File: src/rtl/ifu_fetch_bridge.sv
// ifu_fetch_bridge
//   Instruction-memory front end that sits directly upstream of the IFU
//   stage. It captures the IFU pc and issues one 64-bit read per
//   instruction on a valid/ready request port. It then selects the 32-bit
//   word for pc and presents it as a one-cycle instr/instr_valid pulse.
//   Responses made stale by an IFU redirect (jump_en) are discarded.
//   Misaligned pc, bus errors and response timeouts halt fetching and raise
//   a sticky fetch_err. Only reset clears fetch_err.
//
// Ports
//   clk, rstn        clock; synchronous active-low reset
//   pc, jump_en      IFU pc and redirect strobe (pc changes at the next edge)
//   instr            fetched instruction, held outside its valid pulse
//   instr_valid      one-cycle pulse, instr belongs to the current pc
//   mem_req_*        read request: valid/ready handshake, 8-byte-aligned addr
//   mem_resp_*       read response: data (little-endian) and error, no back-pressure
//   fetch_err        sticky error flag, fetching halted
//   fetch_err_pc     pc that caused the error
module ifu_fetch_bridge #(
  parameter int unsigned TIMEOUT  = 256,
  parameter logic [63:0] RESET_PC = 64'h8000_0000
) (
  input  logic        clk,
  input  logic        rstn,
  input  logic [63:0] pc,
  input  logic        jump_en,
  output logic [31:0] instr,
  output logic        instr_valid,
  output logic        mem_req_valid,
  input  logic        mem_req_ready,
  output logic [63:0] mem_req_addr,
  input  logic        mem_resp_valid,
  input  logic [63:0] mem_resp_data,
  input  logic        mem_resp_err,
  output logic        fetch_err,
  output logic [63:0] fetch_err_pc
);

  localparam int unsigned     CNT_W    = (TIMEOUT > 1) ? $clog2(TIMEOUT) : 1;
  localparam logic [CNT_W-1:0] CNT_LAST = CNT_W'(TIMEOUT - 1);

  // RESET_PC only documents the IFU reset pc for the bench; nothing here uses it.
  logic unused_reset_pc;
  assign unused_reset_pc = ^RESET_PC;

  typedef enum logic [2:0] {
    S_IDLE,
    S_LOAD,
    S_REQ,
    S_WAIT,
    S_VALID,
    S_ERR
  } state_t;

  state_t             state_q, state_d;
  logic [63:0]        req_pc_q, req_pc_d;
  logic               stale_q, stale_d;
  logic [CNT_W-1:0]   cnt_q, cnt_d;
  logic [31:0]        instr_q, instr_d;
  logic               instr_valid_q, instr_valid_d;
  logic               fetch_err_q, fetch_err_d;
  logic [63:0]        fetch_err_pc_q, fetch_err_pc_d;

  always_comb begin
    state_d        = state_q;
    req_pc_d       = req_pc_q;
    stale_d        = stale_q;
    cnt_d          = cnt_q;
    instr_d        = instr_q;
    instr_valid_d  = 1'b0;
    fetch_err_d    = fetch_err_q;
    fetch_err_pc_d = fetch_err_pc_q;

    case (state_q)
      S_IDLE: begin
        state_d = S_LOAD;
      end

      S_LOAD: begin
        req_pc_d = pc;
        // A redirect seen here means the pc being captured is already dead.
        stale_d  = jump_en;
        if (pc[1:0] != 2'b00) begin
          // A misaligned pc that is being redirected away is not an error;
          // wait in LOAD for the jump target instead.
          if (!jump_en) begin
            state_d        = S_ERR;
            fetch_err_d    = 1'b1;
            fetch_err_pc_d = pc;
          end
        end else begin
          state_d = S_REQ;
        end
      end

      S_REQ: begin
        // The request is never retracted once raised; a redirect only
        // marks the eventual response for discard.
        if (jump_en) stale_d = 1'b1;
        if (mem_req_ready) begin
          state_d = S_WAIT;
          cnt_d   = '0;
        end
      end

      S_WAIT: begin
        cnt_d = cnt_q + 1'b1;
        if (jump_en) stale_d = 1'b1;
        if (mem_resp_valid) begin
          if (stale_q || jump_en) begin
            // Discard both data and error of a stale response.
            state_d = S_LOAD;
            stale_d = 1'b0;
          end else if (mem_resp_err) begin
            state_d        = S_ERR;
            fetch_err_d    = 1'b1;
            fetch_err_pc_d = req_pc_q;
          end else begin
            instr_d       = req_pc_q[2] ? mem_resp_data[63:32] : mem_resp_data[31:0];
            instr_valid_d = 1'b1;
            state_d       = S_VALID;
          end
        end else if (cnt_q == CNT_LAST) begin
          state_d        = S_ERR;
          fetch_err_d    = 1'b1;
          fetch_err_pc_d = req_pc_q;
        end
      end

      S_VALID: begin
        // A jump here needs no action: the IFU applies it and LOAD picks up
        // the new pc.
        state_d = S_LOAD;
        stale_d = 1'b0;
      end

      S_ERR: begin
        state_d = S_ERR;
      end

      default: begin
        state_d = S_IDLE;
      end
    endcase
  end

  always_ff @(posedge clk) begin
    if (!rstn) begin
      state_q        <= S_IDLE;
      req_pc_q       <= '0;
      stale_q        <= 1'b0;
      cnt_q          <= '0;
      instr_q        <= '0;
      instr_valid_q  <= 1'b0;
      fetch_err_q    <= 1'b0;
      fetch_err_pc_q <= '0;
    end else begin
      state_q        <= state_d;
      req_pc_q       <= req_pc_d;
      stale_q        <= stale_d;
      cnt_q          <= cnt_d;
      instr_q        <= instr_d;
      instr_valid_q  <= instr_valid_d;
      fetch_err_q    <= fetch_err_d;
      fetch_err_pc_q <= fetch_err_pc_d;
    end
  end

  // The request address is derived from req_pc, which only changes in LOAD,
  // so it stays stable for the whole time REQ waits for ready.
  assign mem_req_valid = (state_q == S_REQ);
  assign mem_req_addr  = (state_q == S_REQ) ? {req_pc_q[63:3], 3'b000} : 64'h0;
  assign instr         = instr_q;
  assign instr_valid   = instr_valid_q;
  assign fetch_err     = fetch_err_q;
  assign fetch_err_pc  = fetch_err_pc_q;

endmodule

File: config.mk
export PLATFORM = sky130hd
export DESIGN_NAME = ifu_fetch_bridge
export DESIGN_NICKNAME = d
export VERILOG_FILES = /design/src/rtl/ifu_fetch_bridge.sv
export SDC_FILE = /design/constraint.sdc
export NUM_CORES = 1
export LEC_CHECK = 0
export CAP_MARGIN = 20
export CORE_ASPECT_RATIO = 0.75
export CORE_MARGIN = 10
export CORE_UTILIZATION = 30
export CTS_CLUSTER_DIAMETER = 50
export DETAILED_ROUTE_END_ITERATION = 10
export DONT_BUFFER_PORTS = 1
export GPL_ROUTABILITY_DRIVEN = 0
export PLACE_DENSITY = 0.41
export SYNTH_ARGS = -nofsm -noshare
export SYNTH_HDL_FRONTEND = slang
export SYNTH_SLANG_ARGS = --single-unit
File: constraint.sdc
create_clock -name clk -period 2.5 [get_ports clk]
set_input_delay 0.375 -clock clk [delete_from_list [all_inputs] [get_ports clk]]
set_output_delay 0.375 -clock clk [all_outputs]
set_load 0.01 [all_outputs]
# == After elaboration in Yosys (flattened, before gate mapping) ==
# Cells that the tools add are included.
# op_classes
n_addsub,1
n_eq_ne,13
n_mux,31
bitwise,5
reduce_logical,12
# ops
operator,n
$mux W64,7
$pmux W64 S2,1
$mux W32,1
$mux W3,6
$pmux W8 S2,1
$pmux W3 S5,1
$ne A3 B3 Y1 const B,4
$mux W1,11
$add A8 B1 Y8 const B,1
$eq A8 B8 Y1 const B,1
$mux W8,1
$eq A3 B2 Y1 const B,2
$eq A3 B3 Y1 const B,2
$reduce_and A6 Y1,1
$reduce_bool A2 Y1,3
$not A1 Y1,5
$ne A2 B2 Y1 const B,2
$pmux W1 S4,1
$reduce_and A4 Y1,1
$reduce_bool A4 Y1,1
$reduce_or A4 Y1,1
$eq A3 B1 Y1 const B,1
$logic_not A3 Y1,1
$reduce_and A3 Y1,1
other kinds (5),5
# totals
register_bits,174
out_inout_bits,163
wordCells,70

# == Logic depth before layout (Yosys ltp) ==
# Gate-level depths: netlist of run 1.
# depth
word_depth,4
ltp_mapped,8
mapped_depth_nobuf,5

# == Least setup slack after synthesis of run 1 ==
# OpenSTA, ideal clock, no wires.
# synth_timing
path_type,register to register
start,register cnt_q[0]
end,register fetch_err_pc_q[54] (netlist: fetch_err_pc[54])
setup_ps,119
arrival_ps,1898
required_time_ps,2381
setup_slack_ps,484
path_stages_with_launch,8
path_buffers,2
cell_sequence,dfxtp_1 ha_1 nand3_1 o311ai_1 buf_2 clkbuf_1 nand3_1 o221a_2
# synth_between
elab_chain_len,3
# synth_lines
item,line_no,text
"start, declared",58,"logic [CNT_W-1:0] cnt_q, cnt_d;"
"start signal, assigned",161,cnt_q <= cnt_d;
$eq A8 B8 Y1,123,end else if (cnt_q == CNT_LAST) begin
$ne A3 B3 Y1 (no source line),--,
$reduce_and A6 Y1 (no source line),--,
"end signal, assigned",165,fetch_err_pc_q <= fetch_err_pc_d;
"end, declared",62,"logic [63:0] fetch_err_pc_q, fetch_err_pc_d;"
# No other way between the ends.
# A chain may end at the register's enable or synchronous reset.

# == Worst setup path after layout of run 1 ==
# layout_timing
start,register state_q[2]
end,output port mem_req_addr[4]
# layout_between
elab_chain_len,2
# layout_lines
item,line_no,text
"start, declared",55,"state_t state_q, state_d;"
"start signal, assigned",158,state_q <= state_d;
$eq A3 B2 Y1,--,
net mem_req_valid,29,"output logic mem_req_valid,"
$mux W64,172,"assign mem_req_addr = (state_q == S_REQ) ? {req_pc_q[63:3], 3'b000} : 64'h0;"
"end, declared",31,"output logic [63:0] mem_req_addr,"
# The timed path passes the listed nets, and every way through them passes these cells.

==> key figures, run 1 <==
Clocking
  • Clock tree root driver cell: sky130_fd_sc_hd__clkbuf_16
  • TritonCTS Buffers: 17
  • Htree depth: 4
  • Clock transition at path regs: 70 ps
  • Clock tree from TritonCTS: built
  • Maximum clock insertion buffer count: 2
  • Latest clock arrival within the worst-skew pair: 430 ps
  • Number of sinks on the clock net: 174

Worst setup path
  • Cell type of the slowest stage on the worst timing path: sky130_fd_sc_hd__dfxtp_1
  • Maximum cell stage delay along the critical path: 400 ps
  • Critical path required time: 2120 ps
  • Largest fanout of any net on the critical path: 62
  • Worst path top cell family by delay: simple AND/OR/NAND/NOR gates
  • Ordered list of cells on the worst path: nand2b_1, nor2_4, buf_12, and2_1
  • CP bufs+invs: 1
  • Critical Path Source Type: flop
  • Capturing element type of the critical path: output pin
  • Critical path start-end classification: reg2out
  • Arrival time worst endpoint: 1900 ps

Yosys
  • Post-synthesis sequential area ratio: 43.2%
  • Post-synthesis async set-or-reset flop share: 0%
  • Flip-flop and latch count after synthesis: 174
  • Yosys warnings: 0
  • Post-Synthesis Mean Instance Area: 8.47 µm²
  • EDFF count, synth: 0
  • Post-synthesis instance area: 8060 µm²
  • Most used flip-flop cell after synthesis: sky130_fd_sc_hd__dfxtp_1
  • Number of instances in the synthesized netlist: 952
  • Unique cell type count in the Yosys netlist: 44

Floorplanning
  • Initial core utilization: 30.7%
  • Floorplan die width: 209 µm
  • Number of top-level design ports: 297
  • Die Ht: 162 µm
  • Total Die Area: 33900 µm²
  • Cell Rows: 51
  • Floorplan core area: 26200 µm²

Timing
  • Hold Violations, Final: 0
  • Crit share post-route: 91.1%
  • Worst relative slew slack: 43.2%
  • Number of setup violations in the final report: 0
  • Setup TNS Final: 0 ps
  • Setup repair after global routing missed its margin: no
  • Final Max Tran Viols: 0
  • Worst clock skew: 9.40 ps
  • Maximum clock rate: 439 MHz
  • Post-layout min period: 2280 ps
  • Actual slew at the worst max-slew pin: 852 ps

Global routing
  • Aggregate global-route resource usage: 15.6%
  • Number of antenna violations at the first check in global routing: 0
  • Congestion Overflow GR: 0
  • Maximum number of pins on one net before global-route repair: 175
  • First-pass GRT wire length: 41800 µm
  • Number of global-route vias before repair: 6507

Drt
  • Post-route DRC: 0
  • Number of routed nets with antenna violations: 0
  • Starting DRT DRC Count: 349
  • Via count: 6463
  • Via density per instance: 5.15
  • Routed wire per std cell: 21.9 µm
  • Total wirelength of the detailed-routed design: 27500 µm
  • Number of iterations in the first detailed-routing pass: 4

Pwr
  • Pwr/cell area: 736 nW/µm²
  • Leak: 3.81 nW
  • Maximum resistive drop on vdd: 0.000454 V
  • Proportion of power drawn by flip-flops and latches: 48.4%
  • Combinational share of power: 10.2%
  • Net switching fraction of the power: 26.8%
  • Clock network fraction of total power: 41.4%
  • Internal power: 4.80 mW
  • Net load switching power: 1.75 mW

Cells and area
  • Util after Layout: 33.9%
  • Leading cell type in the layout, fill and taps excluded: sky130_fd_sc_hd__nand2_1
  • Fraction of layout cells with a size suffix above 1: 12.8%
  • Net count reported at finish: 1034
  • Number of antenna repair diodes: 0
  • Final standard cell count with taps included and fillers excluded: 1255
  • Area growth, synth to finish: 10.4%
  • Most used cells in the layout excluding fill and tap cells: sky130_fd_sc_hd__nand2_1 (293), sky130_fd_sc_hd__dfxtp_1 (172), sky130_fd_sc_hd__a21boi_0 (70), sky130_fd_sc_hd__nand3_1 (67), sky130_fd_sc_hd__and2_1 (62)

Placed design
  • Sum of net half-perimeters after detailed placement: 18000 µm
  • Placed instance count: 1224
  • Port-buffer cells: 0

Min path
  • Type of the worst min-delay path: in2reg

Outcome
  • Run status: finished clean

Run
  • Max capacitance violation total: 0
## power by group through the flow
stage	logic, mW	registers (mW)	clock network (mW)
after floorplan	0.584	3.15	0
after global placement	0.679	3.24	0
after detailed placement	0.687	3.24	0
after CTS	0.686	3.18	2.80
after global routing	0.757	3.20	2.92
final	0.671	3.17	2.71
## path summary, 6_finish.rpt
path,slack (ps),endpoint,start,depth (start not counted)
max reg2reg,390,fetch_err_pc[32]$_SDFFE_PN0P_,cnt_q[0]$_SDFFE_PN0P_,6
max,220,mem_req_addr[4],state_q[2]$_SDFFE_PN0P_,4
min reg2reg,460,req_pc_q[0]$_SDFFE_PN0N_,req_pc_q[0]$_SDFFE_PN0N_,2
min,80,req_pc_q[17]$_SDFFE_PN0N_,pc[17],2
## cells by family (layout without fill, tap and decap cells)
group,after synthesis,in the layout,share of synthesized area [%]
adder cells (fa/ha/maj),1,1,0.155
AO/OA/AOI/OAI,196,196,21.9
buffers and inverters,96,53,5.85
multiplexers,32,32,3.97
flip-flops,174,174,43.2
other,1,3,0.0465
AND/OR/NAND/NOR,452,452,24.9
## through the flow
step / worst slack (ps) / area (µm²) / total power [mW] / hold WS (ps)
3_3_place_gp: 408 / 8310 / 3.92 / 458
2_1_floorplan: 484 / 8070 / 3.74 / 444
5_1_grt: 70.2 / 8900 / 6.88 / 56.9
4_1_cts: 51.0 / 8900 / 6.67 / 54.9
6_report: 223 / 8900 / 6.55 / 79.4
3_5_place_dp: 375 / 8310 / 3.93 / 458
## sequential cells by signal (all words and copies together), names as in the netlist
name	cells
fetch_err	1
req_pc_q	64
instr_valid	1
fetch_err_pc	64
instr	32
cnt_q	8
state_q	3
stale_q	1
## Yosys cell counts (9+ instances only)
cell type | instances | area share [%]
sky130_fd_sc_hd__and2_1 | 64 | 5.0
sky130_fd_sc_hd__mux2i_1 | 32 | 4.0
sky130_fd_sc_hd__dfxtp_1 | 174 | 43
sky130_fd_sc_hd__o21ai_0 | 9 | 0.56
sky130_fd_sc_hd__clkbuf_1 | 61 | 2.8
sky130_fd_sc_hd__nor2_1 | 9 | 0.42
sky130_fd_sc_hd__o221a_2 | 58 | 8.1
sky130_fd_sc_hd__a21boi_0 | 70 | 6.5
sky130_fd_sc_hd__buf_1 | 11 | 0.51
sky130_fd_sc_hd__nand2_1 | 293 | 14
sky130_fd_sc_hd__buf_6 | 12 | 1.7
sky130_fd_sc_hd__nand3_1 | 67 | 4.2
sky130_fd_sc_hd__o211a_1 | 32 | 4.0
## layout make-up
| class | count | area, µm² |
|---|---|---|
| clock inverters | 9 | 110 |
| repair buffers | 19 | 230 |
| multi-input cells | 684 | 4160 |
| inverters | 3 | 11.3 |
| well taps | 344 | 430 |
| fillers | 2761 | 17300 |
| clock buffers | 22 | 474 |
| flip-flops and latches | 174 | 3490 |
## layer usage
metal / share of wire, % / global-route usage, % / wire [µm]
met5: 0 / 0 / 0
met4: 0.69 / 3.62 / 191
met3: 9.6 / 6.57 / 2640
met2: 44 / 23.5 / 12100
met1: 46 / 20.1 / 12600
## repair_timing
item,CTS,global route
gates resized for setup,0,1
hold buffers,0,0
buffers inserted,0,0
endpoints found under the setup margin,0,1
Note: power is estimated with default switching activity, not from simulation.
==> run 2: changes to the inputs <==
CELL_PAD_IN_SITES_DETAIL_PLACEMENT = 1   (was default)
CELL_PAD_IN_SITES_GLOBAL_PLACEMENT = 1   (was default)
CORE_ASPECT_RATIO = default   (was 0.75)
HOLD_SLACK_MARGIN = 0.08   (was default)
PLACE_DENSITY = 0.53   (was 0.41)
==> run 2 against run 1 <==
First-iteration DRC count is 15% lower. Die area is 0.20% lower. Setup slack worse by 3.5 ps. Global-route usage is 0.79 points higher. Clock skew is 5.7 ps higher. Clock power is 6% lower. Final cell count is 2.7% higher. Wire length is 4.3% higher. Register-to-register slack worse by 40 ps. Utilization is 1.2 points higher. Sequential cell count stayed put. Critical endpoint is now mem_req_addr[63]. Highest routed layer unchanged.
==> key figures, run 2 (synthesized netlist as in run 1, its figures left out) <==
Cells and area
  • Net count reported at finish: 1076 (+4.1%)
  • Area growth, synth to finish: 14.7%
  • Multi-input combinational cell area: 4160 µm² (unchanged)
  • Filler Cell Count: 3093 (+12%)
  • Most used cells in the layout excluding fill and tap cells: sky130_fd_sc_hd__nand2_1 (293), sky130_fd_sc_hd__dfxtp_1 (173), sky130_fd_sc_hd__a21boi_0 (70), sky130_fd_sc_hd__nand3_1 (67), sky130_fd_sc_hd__and2_1 (62)
  • Leading cell type in the layout, fill and taps excluded: sky130_fd_sc_hd__nand2_1
  • Area used by sequential logic in the layout: 3480 µm² (about the same)
  • Fraction of layout cells with a size suffix above 1: 12.4% (-0.47 points)
  • Number of antenna repair diodes: 0 (unchanged)

Worst setup path
  • Critical Path Source Type: flop
  • Critical path required time: 2120 ps (about the same)
  • Critical path start-end classification: reg2out
  • Capturing element type of the critical path: output pin
  • Largest fanout of any net on the critical path: 62 (unchanged)
  • Setup slack of the most critical reg-to-reg path: 350 ps (-40 ps)
  • Arrival time worst endpoint: 1910 ps (about the same)

Clocking
  • TritonCTS Buffers: 17 (unchanged)
  • Clock tree root driver cell: sky130_fd_sc_hd__clkbuf_16
  • Post-CTS repair timing setup buffer count: 0 (unchanged)
  • Latest clock arrival within the worst-skew pair: 430 ps (about the same)
  • Clock tree from TritonCTS: built
  • Number of sinks on the clock net: 174 (unchanged)
  • Hold buffer count at CTS: 41 (+41)
  • CTS resizes: 0 (unchanged)
  • Clock transition at path regs: 70 ps (about the same)
  • Maximum clock insertion buffer count: 2 (unchanged)
  • Htree depth: 4 (unchanged)

Drt
  • Number of iterations in the first detailed-routing pass: 4 (unchanged)
  • Total wirelength of the detailed-routed design: 28700 µm (+4.3%)
  • Post-route DRC: 0 (unchanged)
  • Starting DRT DRC Count: 295 (-15%)
  • Via density per instance: 5.26 (+2.2%)
  • Routed wire per std cell: 22.3 µm (+1.5%)
  • Via count: 6785 (+5.0%)
  • Number of routed nets with antenna violations: 0 (unchanged)

Floorplanning
  • Number of top-level design ports: 297 (unchanged)
  • Floorplan core area: 26300 µm² (+0.21%)
  • Cell Rows: 59 (+16%)
  • Die Ht: 184 µm (+14%)
  • Floorplan die width: 184 µm (-12%)
  • Total Die Area: 33800 µm² (-0.20%)
  • Initial core utilization: 30.7% (-0.063 points)

Placed design
  • Sum of net half-perimeters after detailed placement: 18000 µm (+0.29%)
  • Port-buffer cells: 0 (unchanged)

Timing
  • Post-layout min period: 2280 ps (+3.55 ps)
  • Maximum clock rate: 439 MHz (-0.16%)
  • Crit share post-route: 91.2% (+0.14 points)
  • Worst clock skew: 15.1 ps (+5.72 ps)
  • Setup TNS Final: 0 ps (unchanged)
  • Setup repair after global routing missed its margin: no
  • Worst relative slew slack: 41.4% (-1.8 points)
  • Final Max Tran Viols: 0 (unchanged)
  • Hold Violations, Final: 0 (unchanged)
  • Actual slew at the worst max-slew pin: 879 ps (+26.5 ps)
  • Number of setup violations in the final report: 0 (unchanged)

Global routing
  • Congestion Overflow GR: 0 (unchanged)
  • Number of global-route vias before repair: 7124 (+9.5%)
  • Maximum number of pins on one net before global-route repair: 151 (-14%)
  • Number of antenna violations at the first check in global routing: 0 (unchanged)
  • Aggregate global-route resource usage: 16.4% (+0.79 points)
  • First-pass GRT wire length: 44000 µm (+5.3%)

Pwr
  • Pwr Total: 6.46 mW (-1.5%)
  • Leak: 3.95 nW (+3.7%)
  • Maximum resistive drop on vdd: 0.000415 V (-8.6%)
  • Pwr/cell area: 699 nW/µm² (-5.1%)

Outcome
  • Run status: finished clean

Run
  • Max capacitance violation total: 0 (unchanged)

Min path
  • Type of the worst min-delay path: in2reg
## run 2: cell count changes in the layout (fill, tap and decap cells not counted), sizes merged
| cell | delta |
|---|---|
| dlygate4sd3 | +41 |
| inv | +3 |
| bufinv | -2 |
| clkbuf | -2 |
| clkinvlp | +2 |
| buf | +1 |
## run 2: where the power goes
| part | switching (mW) | internal, mW | leakage (nW) | total [mW] |
|---|---|---|---|---|
| Combinational | 0.401 | 0.330 | 2.28 | 0.731 |
| Sequential | 0.209 | 2.96 | 1.42 | 3.17 |
| Clock | 1.23 | 1.33 | 0.253 | 2.56 |
## run 2: final cells by class
class	count	share of cell area [%]
clock inverter	12	1.12
sequential	174	37.7
clock buffer	20	4.83
tap	335	4.53
inverter	3	0.122
timing repair buffer	61	6.74
multi-input combinational	684	45.0
## run 2: worst paths after layout
check	start	cells past startpoint	endpoint
worst max-delay path	state_q[1]$_SDFFE_PN0P_	5	mem_req_addr[63]
worst max register to register	cnt_q[0]$_SDFFE_PN0P_	6	fetch_err_pc[22]$_SDFFE_PN0P_
worst min-delay path	pc[6]	2	req_pc_q[6]$_SDFFE_PN0N_
worst min register to register	req_pc_q[0]$_SDFFE_PN0N_	2	req_pc_q[0]$_SDFFE_PN0N_
## run 2: worst max-delay path, stage by stage (launching register included)
cell and delay [ps]:
sky130_fd_sc_hd__dfxtp_1 340, sky130_fd_sc_hd__buf_4 180, sky130_fd_sc_hd__nand2b_1 130, sky130_fd_sc_hd__nor2_4 200, sky130_fd_sc_hd__buf_12 290, sky130_fd_sc_hd__and2_1 310
## run 2: routing by layer
layer,GRT usage [%],up-vias,share of wire (%)
met5,0,-,0
li1,-,3267,-
met3,5.63,13,7.7
met4,2.65,0,0.84
met1,20.5,3301,45
met2,26.9,204,47
## run 2: per-stage QoR
| stage | hold slack (ps) | setup slack (ps) | utilization (%) | cell area [µm²] | std cells |
|---|---|---|---|---|---|
| global placement | 455 | 383 | 31.5 | 8290 | 1216 |
| global route | 89.1 | 137 | 35.2 | 9250 | 1289 |
| detailed placement | 459 | 364 | 31.5 | 8290 | 1216 |
| CTS | 80.3 | 190 | 35.2 | 9250 | 1289 |
| floorplan | 444 | 484 | - | 8070 | 954 |
| finish | 103 | 220 | 35.2 | 9250 | 1289 |
